[config.mk]
export PLATFORM = sky130hd
export DESIGN_NAME = crc_serial_appender
export DESIGN_NICKNAME = d
export VERILOG_FILES = /design/src/rtl/crc_serial_appender.sv
export SDC_FILE = /design/constraint.sdc
export NUM_CORES = 1
export LEC_CHECK = 0
export ABC_AREA = 1
export BUFFER_PORTS_ARGS = -buffer_cell sky130_fd_sc_hd__buf_2
export CAP_MARGIN = 20
export CORE_MARGIN = 2
export CORE_UTILIZATION = 50
export CTS_CLUSTER_SIZE = 28
export DETAILED_ROUTE_END_ITERATION = 7
export PLACE_DENSITY_LB_ADDON = 0.08
export SETUP_SLACK_MARGIN = 0.4
export SLEW_MARGIN = 20
export SYNTH_ARGS = -nofsm -noshare
export SYNTH_HDL_FRONTEND = slang
export SYNTH_SLANG_ARGS = --single-unit
export TNS_END_PERCENT = 30
[constraint.sdc]
create_clock -name clock -period 5.17 [get_ports clock]
set_input_delay 1.2925 -clock clock [delete_from_list [all_inputs] [get_ports clock]]
set_output_delay 1.2925 -clock clock [all_outputs]
set_load 0.01 [all_outputs]
[src/rtl/crc_serial_appender.sv]
// LSB-first packet serialiser that appends a complemented USB CRC5 or CRC16, MSB first.
// The CRC covers every bit after the PID. CRC mode and length are captured when the packet is accepted.
module crc_serial_appender #(
  parameter int MAX_BITS = 100,
  parameter int PID_BITS = 8,
  parameter int LEN_W    = 7
) (
  input  logic                clock,
  input  logic                reset_n,
  input  logic                pkt_valid,
  output logic                pkt_ready,
  input  logic [MAX_BITS-1:0] pkt_in,
  input  logic [LEN_W-1:0]    pkt_len,
  input  logic                crc_en,
  input  logic                crc16,
  input  logic                bs_ready,
  output logic                out_bit,
  output logic                out_valid,
  output logic                out_last,
  output logic                done,
  output logic                len_err
);

  typedef enum logic [1:0] {IDLE, SEND_PKT, SEND_CRC, DONE} state_t;

  state_t              r_state;
  state_t              w_next;
  logic [MAX_BITS-1:0] r_shift;
  logic [LEN_W-1:0]    r_len;
  logic [LEN_W-1:0]    r_bit_cnt;
  logic                r_crc_en;
  logic                r_crc16;
  logic                r_ready_en;
  logic                r_len_err;
  logic [15:0]         r_crc;
  logic [3:0]          r_k;

  logic                w_accept;
  logic                w_len_ok;
  logic                w_xfer;
  logic                w_pkt_last;
  logic                w_crc_last;
  logic [3:0]          w_crc_top;
  logic [3:0]          w_crc_idx;

  // One LFSR step. In CRC5 mode only bits [4:0] are meaningful.
  function automatic logic [15:0] crc_step(input logic [15:0] crc, input logic bit_in,
                                           input logic is16);
    logic fb;
    if (is16) begin
      fb = bit_in ^ crc[15];
      return {crc[14:0], 1'b0} ^ (fb ? 16'h8005 : 16'h0000);
    end else begin
      fb = bit_in ^ crc[4];
      return {11'd0, crc[3:0], 1'b0} ^ (fb ? 16'h0005 : 16'h0000);
    end
  endfunction

  assign pkt_ready  = r_ready_en && (r_state == IDLE);
  assign len_err    = r_len_err;
  assign w_accept   = pkt_valid && pkt_ready;
  assign w_len_ok   = (pkt_len != '0) && (pkt_len <= LEN_W'(MAX_BITS));
  assign w_xfer     = bs_ready && ((r_state == SEND_PKT) || (r_state == SEND_CRC));
  assign w_pkt_last = (r_bit_cnt == (r_len - LEN_W'(1)));
  assign w_crc_top  = r_crc16 ? 4'd15 : 4'd4;
  assign w_crc_last = (r_k == w_crc_top);
  assign w_crc_idx  = w_crc_top - r_k;

  always_comb begin
    w_next    = r_state;
    out_valid = 1'b0;
    out_bit   = 1'b0;
    out_last  = 1'b0;
    done      = 1'b0;
    unique case (r_state)
      IDLE: begin
        if (w_accept && w_len_ok) w_next = SEND_PKT;
      end
      SEND_PKT: begin
        out_valid = 1'b1;
        out_bit   = r_shift[0];
        out_last  = w_pkt_last && !r_crc_en;
        if (bs_ready && w_pkt_last) w_next = r_crc_en ? SEND_CRC : DONE;
      end
      SEND_CRC: begin
        out_valid = 1'b1;
        out_bit   = ~r_crc[w_crc_idx];
        out_last  = w_crc_last;
        if (bs_ready && w_crc_last) w_next = DONE;
      end
      DONE: begin
        done   = 1'b1;
        w_next = IDLE;
      end
      default: w_next = IDLE;
    endcase
  end

  always_ff @(posedge clock or negedge reset_n) begin
    if (!reset_n) begin
      r_state    <= IDLE;
      r_ready_en <= 1'b0;
      r_len_err  <= 1'b0;
      r_shift    <= '0;
      r_len      <= '0;
      r_bit_cnt  <= '0;
      r_crc_en   <= 1'b0;
      r_crc16    <= 1'b0;
      r_crc      <= 16'hFFFF;
      r_k        <= '0;
    end else begin
      r_state    <= w_next;
      r_ready_en <= 1'b1;
      r_len_err  <= w_accept && !w_len_ok;
      if (w_accept) begin
        r_shift   <= pkt_in;
        r_len     <= pkt_len;
        r_crc_en  <= crc_en;
        r_crc16   <= crc16;
        r_crc     <= 16'hFFFF;
        r_bit_cnt <= '0;
        r_k       <= '0;
      end else if (w_xfer) begin
        if (r_state == SEND_PKT) begin
          r_shift   <= r_shift >> 1;
          r_bit_cnt <= r_bit_cnt + LEN_W'(1);
          // PID bits go on the wire but are excluded from the CRC.
          if (r_bit_cnt >= LEN_W'(PID_BITS)) r_crc <= crc_step(r_crc, r_shift[0], r_crc16);
        end else begin
          r_k <= r_k + 4'd1;
        end
      end
    end
  end

endmodule

==> results of run 1 <==
[stage by stage]
stage | area, sq um | hold WS [ps] | setup slack, ps | utilization [%]
floorplan | 6700 | 472 | 1990 | -
global placement | 7380 | 498 | 1810 | 56.0
detailed placement | 7380 | 496 | 1720 | 56.0
CTS | 7980 | 510 | 1270 | 60.5
global route | 8010 | 534 | 1070 | 60.7
finish | 8010 | 506 | 1270 | 60.7
[power breakdown]
part	leakage [nW]	switching, mW	internal (mW)
Clock	0.291	0.440	0.795
Combinational	1.93	1.08	0.711
Sequential	1.72	0.205	1.62
[area by class of cell]
type | count | area (sq um) | share of cell area, %
clock buffer | 25 | 485 | 6.06
clock inverter | 7 | 113 | 1.41
inverter | 150 | 564 | 7.05
sequential | 140 | 3520 | 44.0
tap | 176 | 220 | 2.75
multi-input combinational | 405 | 2450 | 30.6
timing repair buffer | 123 | 654 | 8.17
[synthesized netlist by cell type]
master	number
nand3b_1	3
o22ai_1	1
nand3_1	20
and3_1	1
inv_2	3
xor2_1	9
o221ai_1	107
nand2_4	2
conb_1	1
buf_2	22
nor3_1	5
dfrtp_1	124
nand3_2	1
nand2_1	148
nor2_2	5
nand2_2	1
o211ai_1	1
nor2_1	17
o21ai_0	31
a31oi_2	1
ha_1	12
buf_1	3
nand2b_1	1
xnor2_1	5
a21oi_1	25
inv_1	147
clkbuf_1	14
fa_1	1
nor3_2	1
dfstp_2	16
nand4_1	4
a22oi_1	2
[flip-flops by register name (all words and copies together) (netlist names), 2 cells and up]
name and flops:
r_shift 100, r_crc 16, r_bit_cnt 7, r_len 7, r_k 4, r_state 2
[worst paths after layout]
path                                        start                       to  slack, ps  cells past startpoint
min in group asynchronous                 reset_n  r_shift[37]$_DFFE_PN0P_        980                      1
min                          r_len[6]$_DFFE_PN0P_     r_len[6]$_DFFE_PN0P_        510                      2
max reg2reg                r_state[0]$_DFFE_PN0P_  r_shift[91]$_DFFE_PN0P_       2270                      9
max                           r_crc16$_DFFE_PN0P_                  out_bit       1270                     12
max in group asynchronous                 reset_n  r_shift[70]$_DFFE_PN0P_       3110                      2
min reg2reg                  r_len[6]$_DFFE_PN0P_     r_len[6]$_DFFE_PN0P_        510                      2
[logic make-up after synthesis]
family	after synthesis	synth area share, %
compound gates	168	18.8
buf+inv	189	11.0
simple gates	209	13.2
fa+ha+maj	13	2.54
flops	140	52.6
xor+xnor	14	1.83
other cells	1	0.0560
[critical path, cell delays in order (launching register included)]
cell and delay (ps):
dfrtp_1 450, inv_1 120, ha_1 210, inv_1 90, fa_1 500, inv_1 150, a21oi_1 50, o21ai_0 70
nand3_1 100, nand3b_1 100, nand3_1 70, a21oi_1 140, buf_2 160
[layer usage]
| metal | GRT usage (%) | vias up | share of wire, % |
|---|---|---|---|
| met1 | 29.6 | 2595 | 46 |
| met5 | 0 | - | 0 |
| met3 | 6.56 | 23 | 5.9 |
| met4 | 7.13 | 0 | 2.0 |
| met2 | 33.0 | 154 | 46 |
| li1 | - | 2673 | - |
==> flow_summary.ini, run 1 <==
[floorplan]
die_width_um = 120
die_h_um = 120
core_area_sq_um = 13200
core.rowCount = 42
ios = 119
floorplan.initialDensity_pct = 50.8
die_area_sq_um = 14300

[min_path]
worstHoldPathType = reg -> reg

[cts]
tritoncts = yes
cts_hold_buf = 0
clock-sinks = 140
cts_setup_buffers = 0
cts_resized = 0
ctsHtreeMaxLevel = 4
root_buffer = clkbuf_16
clockBufferDepth = 2
path_clk_slew_ps = 50
numCtsBuffers = 17
clock_latency_ps = 410

[cells_and_area]
finalNonFillerCells = 1026
final_common_cell = nand2_1
diodes = 0
fillers = 1187
areaGrowthSynthToFinish_pct = 19.5
nets = 963
layout_common_cells = nand2_1 (148), inv_1 (146), dfrtp_1 (124)
drive_gt1_share_pct = 21.3

[placed_design]
gp_congestion = 0.852
dp_cells = 993
hpwl_um = 9550
portBuffers = 118

[synth]
yosys.area.top_type = dfrtp_1
syn_area_sq_um = 6700
syn_inst = 734
synth_area_leaders = dfrtp_1 (46%), o221ai_1 (14%), nand2_1 (8.3%)
yosysWarnings = 0
yosysTopAreaCellShare_pct = 46.3
syn_nets = 860
synth_seq_area_share_pct = 52.6
ys_ff_latch = 140
synth.avg_cell_area_sq_um = 9.13
yosysUniqueCellTypes = 32

[detailed_routing]
drcViolationCount = 0
vias = 5445
drt_iter0_drc = 377
first_pass_iters = 5
wl_per_cell_um = 14.2
viasPerCell = 5.31
antenna_left = 0
wl_um = 14600

[global_route]
antenna_found_initial = 0
grt_max_degree = 104
grt_pass1_wl_um = 24700
grt_pass1_vias = 5304
grtUsageTotal_pct = 21.6
overflow = 0

[sta]
setup_viol = 0
relSlewSlack_pct = 38.4
layout_worst_path_cycle_share_pct = 75.5
fin_tns_setup_ps = 0
worst_pin_slew_ps = 924
post-route-min-period_ps = 3900
rsz0062_at_grt = false
fmax_mhz = 256
hold_violations = 0
finalClockSkew_ps = 5.22
drv_slew = 0

[setup_path]
critPathArrivalTime_ps = 2610
worst_setup_path_start_kind = flip-flop
critPathCaptureType = output pin
cp_max_fo = 5
cp.required_ps = 3880
critical_path_class = reg -> out

[power]
p_leak_nw = 3.94
powerDensity_nw_per_um2 = 605
ir_drop_mv = 0.276
power.total_mw = 4.84

[outcome]
status = finished clean

[run]
maxCapViolCount = 0
Note: power is estimated with default switching activity, not from simulation.
==> run 2, diff against run 1 <==
clock period = 3.9 ns   (was 5.17 ns; I/O delays follow)
==> run 2 against run 1 <==
Against the previous run: worst setup slack got worse by 780 ps; die area unchanged; final cell count increased by 0.58%; final area increased by 0.48%; first-iteration DRC count decreased by 27%; count of clock-buffer cells in the layout unchanged; sequential power increased by 33%.
==> flow_summary.ini, run 2 (synthesis results as in run 1) <==
[outcome]
status = finished clean

[sta]
whs_ps = 509
setup_viol = 0
worst_pin_slew_ps = 722
layout_worst_path_cycle_share_pct = 87.7
fmax_mhz = 292
rsz0062_at_grt = true
finalClockSkew_ps = 9.06
post-route-min-period_ps = 3420
hold_violations = 0
fin_tns_setup_ps = 0
relSlewSlack_pct = 51.9
drv_slew = 0

[global_route]
grt_pass1_wl_um = 24700
groute.layer.met1.usage_pct = 27.4
met2_usage_pct = 34.9
grtUsageMet3_pct = 4.75
grt_max_degree = 100
grt_pass1_vias = 5548
overflow = 0
grtUsageTotal_pct = 21.3
antenna_found_initial = 1
top_usage_layer = met2

[setup_path]
critPathCaptureType = output pin
cp_max_fo = 5
worst_setup_path_start_kind = flip-flop
r2r-end = r_bit_cnt[2]$_DFFE_PN0P_
r2r-start = r_state[0]$_DFFE_PN0P_
r2r_slack_ps = 1220
critical_path_class = reg -> out
cp.required_ps = 2920
critPathArrivalTime_ps = 2440
r2r_cells = 9

[run]
maxCapViolCount = 0

[cells_and_area]
fillers = 1172
largest_reg_flops = 100
fin_util_pct = 61.0
final_common_cell = nand2_1
drive_gt1_share_pct = 23.2
top_register = r_shift
nets = 968
layout_common_cells = nand2_1 (148), inv_1 (143), dfrtp_1 (122)
areaGrowthSynthToFinish_pct = 20.1
reg_top3 = r_shift (100), r_crc (16)

[detailed_routing]
drt_iter0_drc = 275
first_pass_iters = 5
viasPerCell = 5.23
drcViolationCount = 0
antenna_left = 0
wl_per_cell_um = 14.0
vias = 5394
wl_um = 14500

[min_path]
hold_start = r_len[6]$_DFFE_PN0P_
hold_depth = 2
worstHoldPathType = reg -> reg
min_to = r_len[6]$_DFFE_PN0P_

[cts]
tritoncts = yes
cts_hold_buf = 0
root_buffer = clkbuf_16
numCtsBuffers = 17
clock-sinks = 140
path_clk_slew_ps = 60
clockBufferDepth = 2
ctsHtreeMaxLevel = 4
clock_latency_ps = 410

[floorplan]
die_area_sq_um = 14300
floorplan.initialDensity_pct = 50.8
core.rowCount = 42
ios = 119
die_width_um = 120
die_h_um = 120
core_area_sq_um = 13200

[power]
p_leak_nw = 3.95
powerDensity_nw_per_um2 = 795
ir_drop_mv = 0.391

[placed_design]
hpwl_um = 9850
gp_congestion = 0.845
portBuffers = 118
-- run 2: cell count changes in the layout (fill, tap and decap cells not counted), moves of 3 or more --
cell,before,now
inv_1,146,143
a21oi_2,0,4
o21ai_0,31,27
o21ai_1,0,4
buf_4,4,9
a21oi_1,25,21
-- run 2: worst max path at each step --
stage,startpoint,endpoint,slack [ps],cells past startpoint
after CTS,r_k[0]$_DFFE_PN0P_,out_bit,410,11
after floorplan,r_crc16$_DFFE_PN0P_,out_bit,1030,11
after global routing,r_crc16$_DFFE_PN0P_,out_bit,380,12
after detailed placement,r_crc16$_DFFE_PN0P_,out_bit,740,12
after global placement,r_crc16$_DFFE_PN0P_,out_bit,840,12
final,r_crc16$_DFFE_PN0P_,out_bit,480,12
-- run 2: area by class of cell --
cell class / count / area (sq um) / area share [%]
flip-flops and latches: 140 / 3530 / 43.8
clock buffers: 25 / 495 / 6.16
repair buffers: 128 / 692 / 8.60
diodes: 1 / 2.50 / 0.0311
well taps: 176 / 220 / 2.74
multi-input cells: 405 / 2480 / 30.8
clock inverters: 7 / 66.3 / 0.824
inverters: 150 / 567 / 7.04
-- run 2: routing by layer --
metal	part of all wire (%)	vias to the layer above	wire, um
met1	46	2574	6710
met5	0	-	0
met4	0.86	0	124
met2	49	121	7050
met3	4.0	10	580
li1	-	2689	-
-- run 2: report_power, final --
group / leakage (nW) / total (mW) / internal, mW / switching [mW]
Clock: 0.277 / 1.51 / 0.941 / 0.572
Combinational: 1.95 / 2.46 / 0.996 / 1.47
Sequential: 1.72 / 2.42 / 2.14 / 0.275
Total: 3.95 / 6.40 / 4.08 / 2.31
-- run 2: per-stage QoR --
stage                     instance area [sq um]  power, mW  worst slack (ps)  instances
after global placement                     7400       4.65               843        996
after detailed placement                   7400       4.79               740        996
final                                      8050       6.40               481       1032
after CTS                                  7980       6.34               413       1029
after floorplan                            6700       4.23              1030        734
after global routing                       8050       6.90               385       1032
-- run 2: worst max-delay path: stages (launching register included) --
cell and delay (ps):
dfrtp_2 410, inv_2 80, ha_4 120, inv_2 40, fa_2 640, inv_4 70
a21oi_2 110, o21ai_1 80, nand3_1 100, nand3b_1 80, nand3_1 100, a21oi_2 60
buf_2 130
-- run 2: what timing repair did --
action,in CTS,in global routing
setup buffers,1,1
setup endpoints to repair,1,1
pin swaps,0,5
gates resized for setup,3,14
